File: src/rtl/if_fetch.sv
// Instruction-fetch front end: owns the fetch PC, issues one outstanding word
// request at a time, buffers responses in a 2-entry FIFO and flushes on redirect.
module if_fetch #(
    parameter logic [31:0] RESET_PC = 32'h0000_0000
) (
    input  logic        clk,
    input  logic        rstn,
    input  logic        br_ctrl_jump_en,
    input  logic [31:0] jump_pc,
    output logic        ibus_req,
    output logic [31:0] ibus_addr,
    input  logic        ibus_gnt,
    input  logic        ibus_rvalid,
    input  logic [31:0] ibus_rdata,
    output logic        if_de_valid,
    output logic [31:0] if_de_inst,
    output logic [31:0] if_de_pc,
    input  logic        de_if_ready
);

    localparam int unsigned XLEN  = 32;
    localparam int unsigned CNT_W = 2;

    typedef enum logic [1:0] {
        S_IDLE,
        S_REQ,
        S_WAIT
    } state_t;

    state_t            state_q, state_d;
    logic [XLEN-1:0]   next_pc_q, next_pc_d;
    logic [XLEN-1:0]   addr_d;
    logic              stale_q, stale_d;
    logic [CNT_W-1:0]  count_q, count_d;
    logic [XLEN-1:0]   head_pc_d, head_inst_d;
    logic [XLEN-1:0]   tail_pc_q, tail_inst_q;
    logic [XLEN-1:0]   tail_pc_d, tail_inst_d;
    logic              req_d, valid_d;
    logic [XLEN-1:0]   target;
    logic              pop, resp, push, slot_free;

    // Word-aligned redirect target; the low bits of jump_pc are masked off.
    assign target = jump_pc & XLEN'(32'hFFFF_FFFC);

    // Handshake decodes; a redirect swallows any same-cycle push.
    assign pop  = if_de_valid & de_if_ready;
    assign resp = (state_q == S_WAIT) & ibus_rvalid;
    assign push = resp & ~stale_q & ~br_ctrl_jump_en;

    // Next-state, FIFO and fetch-PC logic.
    always_comb begin
        state_d     = state_q;
        next_pc_d   = next_pc_q;
        addr_d      = ibus_addr;
        stale_d     = stale_q;
        count_d     = count_q;
        head_pc_d   = if_de_pc;
        head_inst_d = if_de_inst;
        tail_pc_d   = tail_pc_q;
        tail_inst_d = tail_inst_q;
        req_d       = 1'b0;
        valid_d     = 1'b0;
        slot_free   = 1'b0;

        // FIFO: head lives in the output registers, tail behind it.
        if (br_ctrl_jump_en) begin
            count_d = '0;
        end else begin
            case ({push, pop})
                2'b10: begin
                    if (count_q == '0) begin
                        head_pc_d   = ibus_addr;
                        head_inst_d = ibus_rdata;
                    end else begin
                        tail_pc_d   = ibus_addr;
                        tail_inst_d = ibus_rdata;
                    end
                    count_d = CNT_W'(count_q + CNT_W'(1));
                end
                2'b01: begin
                    head_pc_d   = tail_pc_q;
                    head_inst_d = tail_inst_q;
                    count_d     = CNT_W'(count_q - CNT_W'(1));
                end
                2'b11: begin
                    if (count_q == CNT_W'(1)) begin
                        head_pc_d   = ibus_addr;
                        head_inst_d = ibus_rdata;
                    end else begin
                        head_pc_d   = tail_pc_q;
                        head_inst_d = tail_inst_q;
                        tail_pc_d   = ibus_addr;
                        tail_inst_d = ibus_rdata;
                    end
                end
                default: ;
            endcase
        end

        // A new request only goes out when its response is guaranteed a slot.
        slot_free = (count_d <= CNT_W'(1));

        case (state_q)
            S_IDLE:  if (slot_free) state_d = S_REQ;
            S_REQ:   if (ibus_gnt) state_d = S_WAIT;
            S_WAIT:  if (ibus_rvalid) state_d = slot_free ? S_REQ : S_IDLE;
            default: state_d = S_IDLE;
        endcase

        // Address is captured on entry to REQ and held until grant.
        if ((state_d == S_REQ) && (state_q != S_REQ)) begin
            addr_d = br_ctrl_jump_en ? target : next_pc_q;
        end

        if (br_ctrl_jump_en) begin
            next_pc_d = target;
        end else if ((state_q == S_REQ) && ibus_gnt && !stale_q) begin
            next_pc_d = ibus_addr + XLEN'(32'd4);
        end

        // Mark the in-flight request stale; a response completing now leaves none.
        if (br_ctrl_jump_en) begin
            case (state_q)
                S_REQ:   stale_d = 1'b1;
                S_WAIT:  stale_d = ~ibus_rvalid;
                default: stale_d = stale_q;
            endcase
        end else if (resp) begin
            stale_d = 1'b0;
        end

        req_d   = (state_d == S_REQ);
        valid_d = (count_d != '0);
    end

    // State and datapath registers.
    always_ff @(posedge clk or negedge rstn) begin
        if (!rstn) begin
            state_q     <= S_IDLE;
            next_pc_q   <= RESET_PC;
            stale_q     <= 1'b0;
            count_q     <= '0;
            ibus_req    <= 1'b0;
            ibus_addr   <= '0;
            if_de_valid <= 1'b0;
            if_de_pc    <= '0;
            if_de_inst  <= '0;
            tail_pc_q   <= '0;
            tail_inst_q <= '0;
        end else begin
            state_q     <= state_d;
            next_pc_q   <= next_pc_d;
            stale_q     <= stale_d;
            count_q     <= count_d;
            ibus_req    <= req_d;
            ibus_addr   <= addr_d;
            if_de_valid <= valid_d;
            if_de_pc    <= head_pc_d;
            if_de_inst  <= head_inst_d;
            tail_pc_q   <= tail_pc_d;
            tail_inst_q <= tail_inst_d;
        end
    end

endmodule

File: config.mk
export PLATFORM = sky130hd
export DESIGN_NAME = if_fetch
export DESIGN_NICKNAME = d
export VERILOG_FILES = /design/src/rtl/if_fetch.sv
export SDC_FILE = /design/constraint.sdc
export NUM_CORES = 1
export LEC_CHECK = 0
export ABC_AREA = 1
export ABC_CLOCK_PERIOD_IN_PS = 2570
export CAP_MARGIN = 20
export CORE_UTILIZATION = 53
export CTS_CLUSTER_DIAMETER = 120
export DETAILED_ROUTE_END_ITERATION = 8
export PLACE_DENSITY = 0.8
export SYNTH_ARGS = -nofsm -noshare
export SYNTH_HDL_FRONTEND = slang
export SYNTH_SLANG_ARGS = --single-unit
File: constraint.sdc
create_clock -name clk -period 2.57 [get_ports clk]
set_clock_uncertainty 0.1 [all_clocks]
set_input_delay 0.514 -clock clk [delete_from_list [all_inputs] [get_ports clk]]
set_output_delay 0.514 -clock clk [all_outputs]
set_load 0.02 [all_outputs]
==> metrics.txt <==
status complete, no violations; CP Capture Type register; Die ar. 0.0187 mm²; initial antenna violation count 0; Initial Util 54.9%; Rows 48; crit path DAT 2.54 ns; switching part of the total power 38.1%; # clock sinks 199; core area 0.0175 mm²; Post-synth ARST share 100%; fmax 435 MHz; DR WL met2 11000 µm; sequential share of the synthesized area 51.9%; period utilization 89.4%; Wirelength per Cell 14.7 µm; DR vias/cell 5.26; Routed WL 23900 µm; filler instances 1333; Cell Area, Synth 0.00960 mm²; Cells after Synth 1204; clock share of power 21.3%; Max Slew Vio Count 0; synth warn 0; crit path cell chain clkdlybuf4s50_1 > inv_1 > nor2_1 > nand2_1 > inv_1 > ha_1 > inv_1 > a211oi_4 > buf_12 > buf_12 > nand2_1 > o21ai_0; P_sw 0.00526 W; number of diodes 0; Post-synth top cells nand2_1, inv_1, dfrtp_1, o21ai_0, o22ai_1; Syn Nets 1280; total CTS buffers 17; antenna-violating nets left 0; Residual DRC 0; unrepaired setup endpoints after global routing no; global-route wire length before repair 38900 µm; post_cts resized 0; PortBufs 165; Top cell by count, worst path inv_1; Synth Register Bits 199; Comb power frac 40.1%; Clock Tree Buf Depth 2; Hold Violations, Final 0; CP max stage cell clkdlybuf4s50_1; Setup-failing EPs final 0; final instance area 0.0126 mm²; Data required, critical path 2.81 ns; layout cells sized above 1 7.93%; Routability Congestion 0.897; share of the synthesized area in the top cell type 51.9%; most frequent cell after synthesis nand2_1; hold path depth 3; final hold slack 0.347 ns; setup tns final 0 ns; synth unique cells 35; top cells by area, synth dfrtp_1, nand2_1, inv_1; met3 WL 1610 µm; Post-layout nets 1462; clock root buffer clkbuf_16; worst hold path class in2reg; Int Pwr 0.00856 W; Area Growth Syn to Fin 31.0%; highest routed layer met4; Post-synth EDFFs 0; GRT Total Usage 27.0%; Post-DP Area 0.0119 mm²; post-detail-place hpwl 16900 µm; drt pass-1 iters 5; largest net degree at the start of global routing 61; vias in the first global route 8116; Main synth FF type dfrtp_1; TritonCTS clock tree done; R2R depth 12; Max IR drop VDD 689 µV; Leakage 5.89 nW; Chip Height 137 µm; Max-slew headroom 63.4%; initial DRC count 591; clk slew on worst S/H paths 0.07 ns; PD cells 1100 mW/mm²; Die Wd 137 µm; Critical Path Source Type primary input; Post-Syn Area per Cell 7.97 µm²; clock latency on the worst-skew pair 0.44 ns; length of routed wiring on met1 10700 µm; grt ovf 0; CTS H-tree depth 4; Crit Path Category in2reg; Top Ports 168; Synth area leader dfrtp_1; Sequential Power Share 38.5%; Largest stage delay, worst path 0.47 ns; Worst Max-Slew Pin Slew 0.549 ns; crit-path max FO 24; minimum clock period after layout 2.30 ns; Vias 8543; Max Cap Violations 0
-- per-layer routing --
| layer | global-route usage, % | up-vias |
|---|---|---|
| li1 | - | 4195 |
| met5 | 0 | - |
| met2 | 42.4 | 326 |
| met1 | 36.6 | 3977 |
| met4 | 11.0 | 0 |
| met3 | 5.59 | 45 |
-- worst max-delay path: cells and delay by family --
kind	cells	cell delay (ns)
buf+inv	6	1.10
fa+ha+maj	1	0.23
compound gates	2	0.38
simple gates	3	0.32
-- flip-flops by register name (all words and copies together) (netlist names) --
| name | cells |
|---|---|
| stale_q | 1 |
| ibus_addr | 32 |
| ibus_req | 1 |
| state_q | 2 |
| if_de_valid | 1 |
| count_q | 2 |
| tail_inst_q | 32 |
| if_de_inst | 32 |
| next_pc_q | 32 |
| tail_pc_q | 32 |
| if_de_pc | 32 |
-- cell usage in the layout, fill, tap and decap left out, types with 3 or more instances in the layout --
cell type        synthesis  routed
nand2_1                280     280
clkdlybuf4s50_1          0     163
inv_6                    0       4
inv_2                    5       5
nor2_1                  35      35
nor2_2                   5       5
buf_12                   0      21
clkbuf_16                0      17
o22ai_1                 64      64
ha_1                     6       6
o21a_1                   7       7
bufinv_16                0       5
dfrtp_1                199     199
a21oi_1                 18      17
nand3_1                 44      44
o21ai_0                180     180
inv_1                  243     243
a31oi_1                  7       7
o21ai_1                 14      14
o221ai_1                 3       3
nand4_1                  7       7
nor2_4                   3       3
nand3_2                  3       3
buf_4                    2      34
o211ai_1                10      10
-- final cells by class --
type                    count  area (µm²)  area share (%)
flip-flops and latches    199        4980            39.6
clock buffers              18         429            3.41
repair buffers            221        2340            18.6
multi-input cells         698        3400            27.0
inverters                 249         935            7.43
well taps                 225         282            2.24
clock inverters            14         219            1.74
-- power groups by stage --
stage	Sequential (W)	Combinational, W	Clock, W
6_report	0.00533	0.00554	0.00295
5_1_grt	0.00549	0.00610	0.00311
4_1_cts	0.00532	0.00556	0.00298
3_5_place_dp	0.00535	0.00551	0
3_3_place_gp	0.00529	0.00536	0
2_1_floorplan	0.00606	0.00214	0
-- logic make-up (layout without fill, tap and decap cells) --
kind of cell | after synthesis | count (layout) | synth area share, %
compound gates | 309 | 309 | 17.8
xor+xnor | 1 | 1 | 0.0912
fa+ha+maj | 6 | 6 | 0.782
buf+inv | 307 | 502 | 13.0
flops | 199 | 199 | 51.9
simple gates | 382 | 382 | 16.4
-- stage by stage --
stage          total power (W)  std cells  utilization, %  worst slack [ns]
6_report                0.0138       1624            72.0             0.273
5_1_grt                 0.0147       1624            72.0            0.0774
4_1_cts                 0.0139       1624            72.0             0.294
3_5_place_dp            0.0109       1591            68.2            -0.167
3_3_place_gp            0.0106       1591            68.2           -0.0405
2_1_floorplan          0.00820       1204               -             0.338
-- repair_timing --
action | 4_1_cts | 5_1_grt
hold buffers | 1 | 0
setup buffers | 0 | 0
endpoints found under the hold margin | 56 | 0
-- final timing paths --
kind	slack [ns]	startpoint	endpoint
hold / removal	0.35	br_ctrl_jump_en	stale_q
max in group asynchronous	1.10	rstn	ibus_addr[26]
hold reg to reg	0.39	tail_pc_q[6]	tail_pc_q[6]
setup reg to reg	0.30	state_q[0]	if_de_inst[7]
min in group asynchronous	0.51	rstn	if_de_valid
setup / recovery	0.27	ibus_rvalid	if_de_inst[7]
Note: power is estimated with default switching activity, not from simulation.
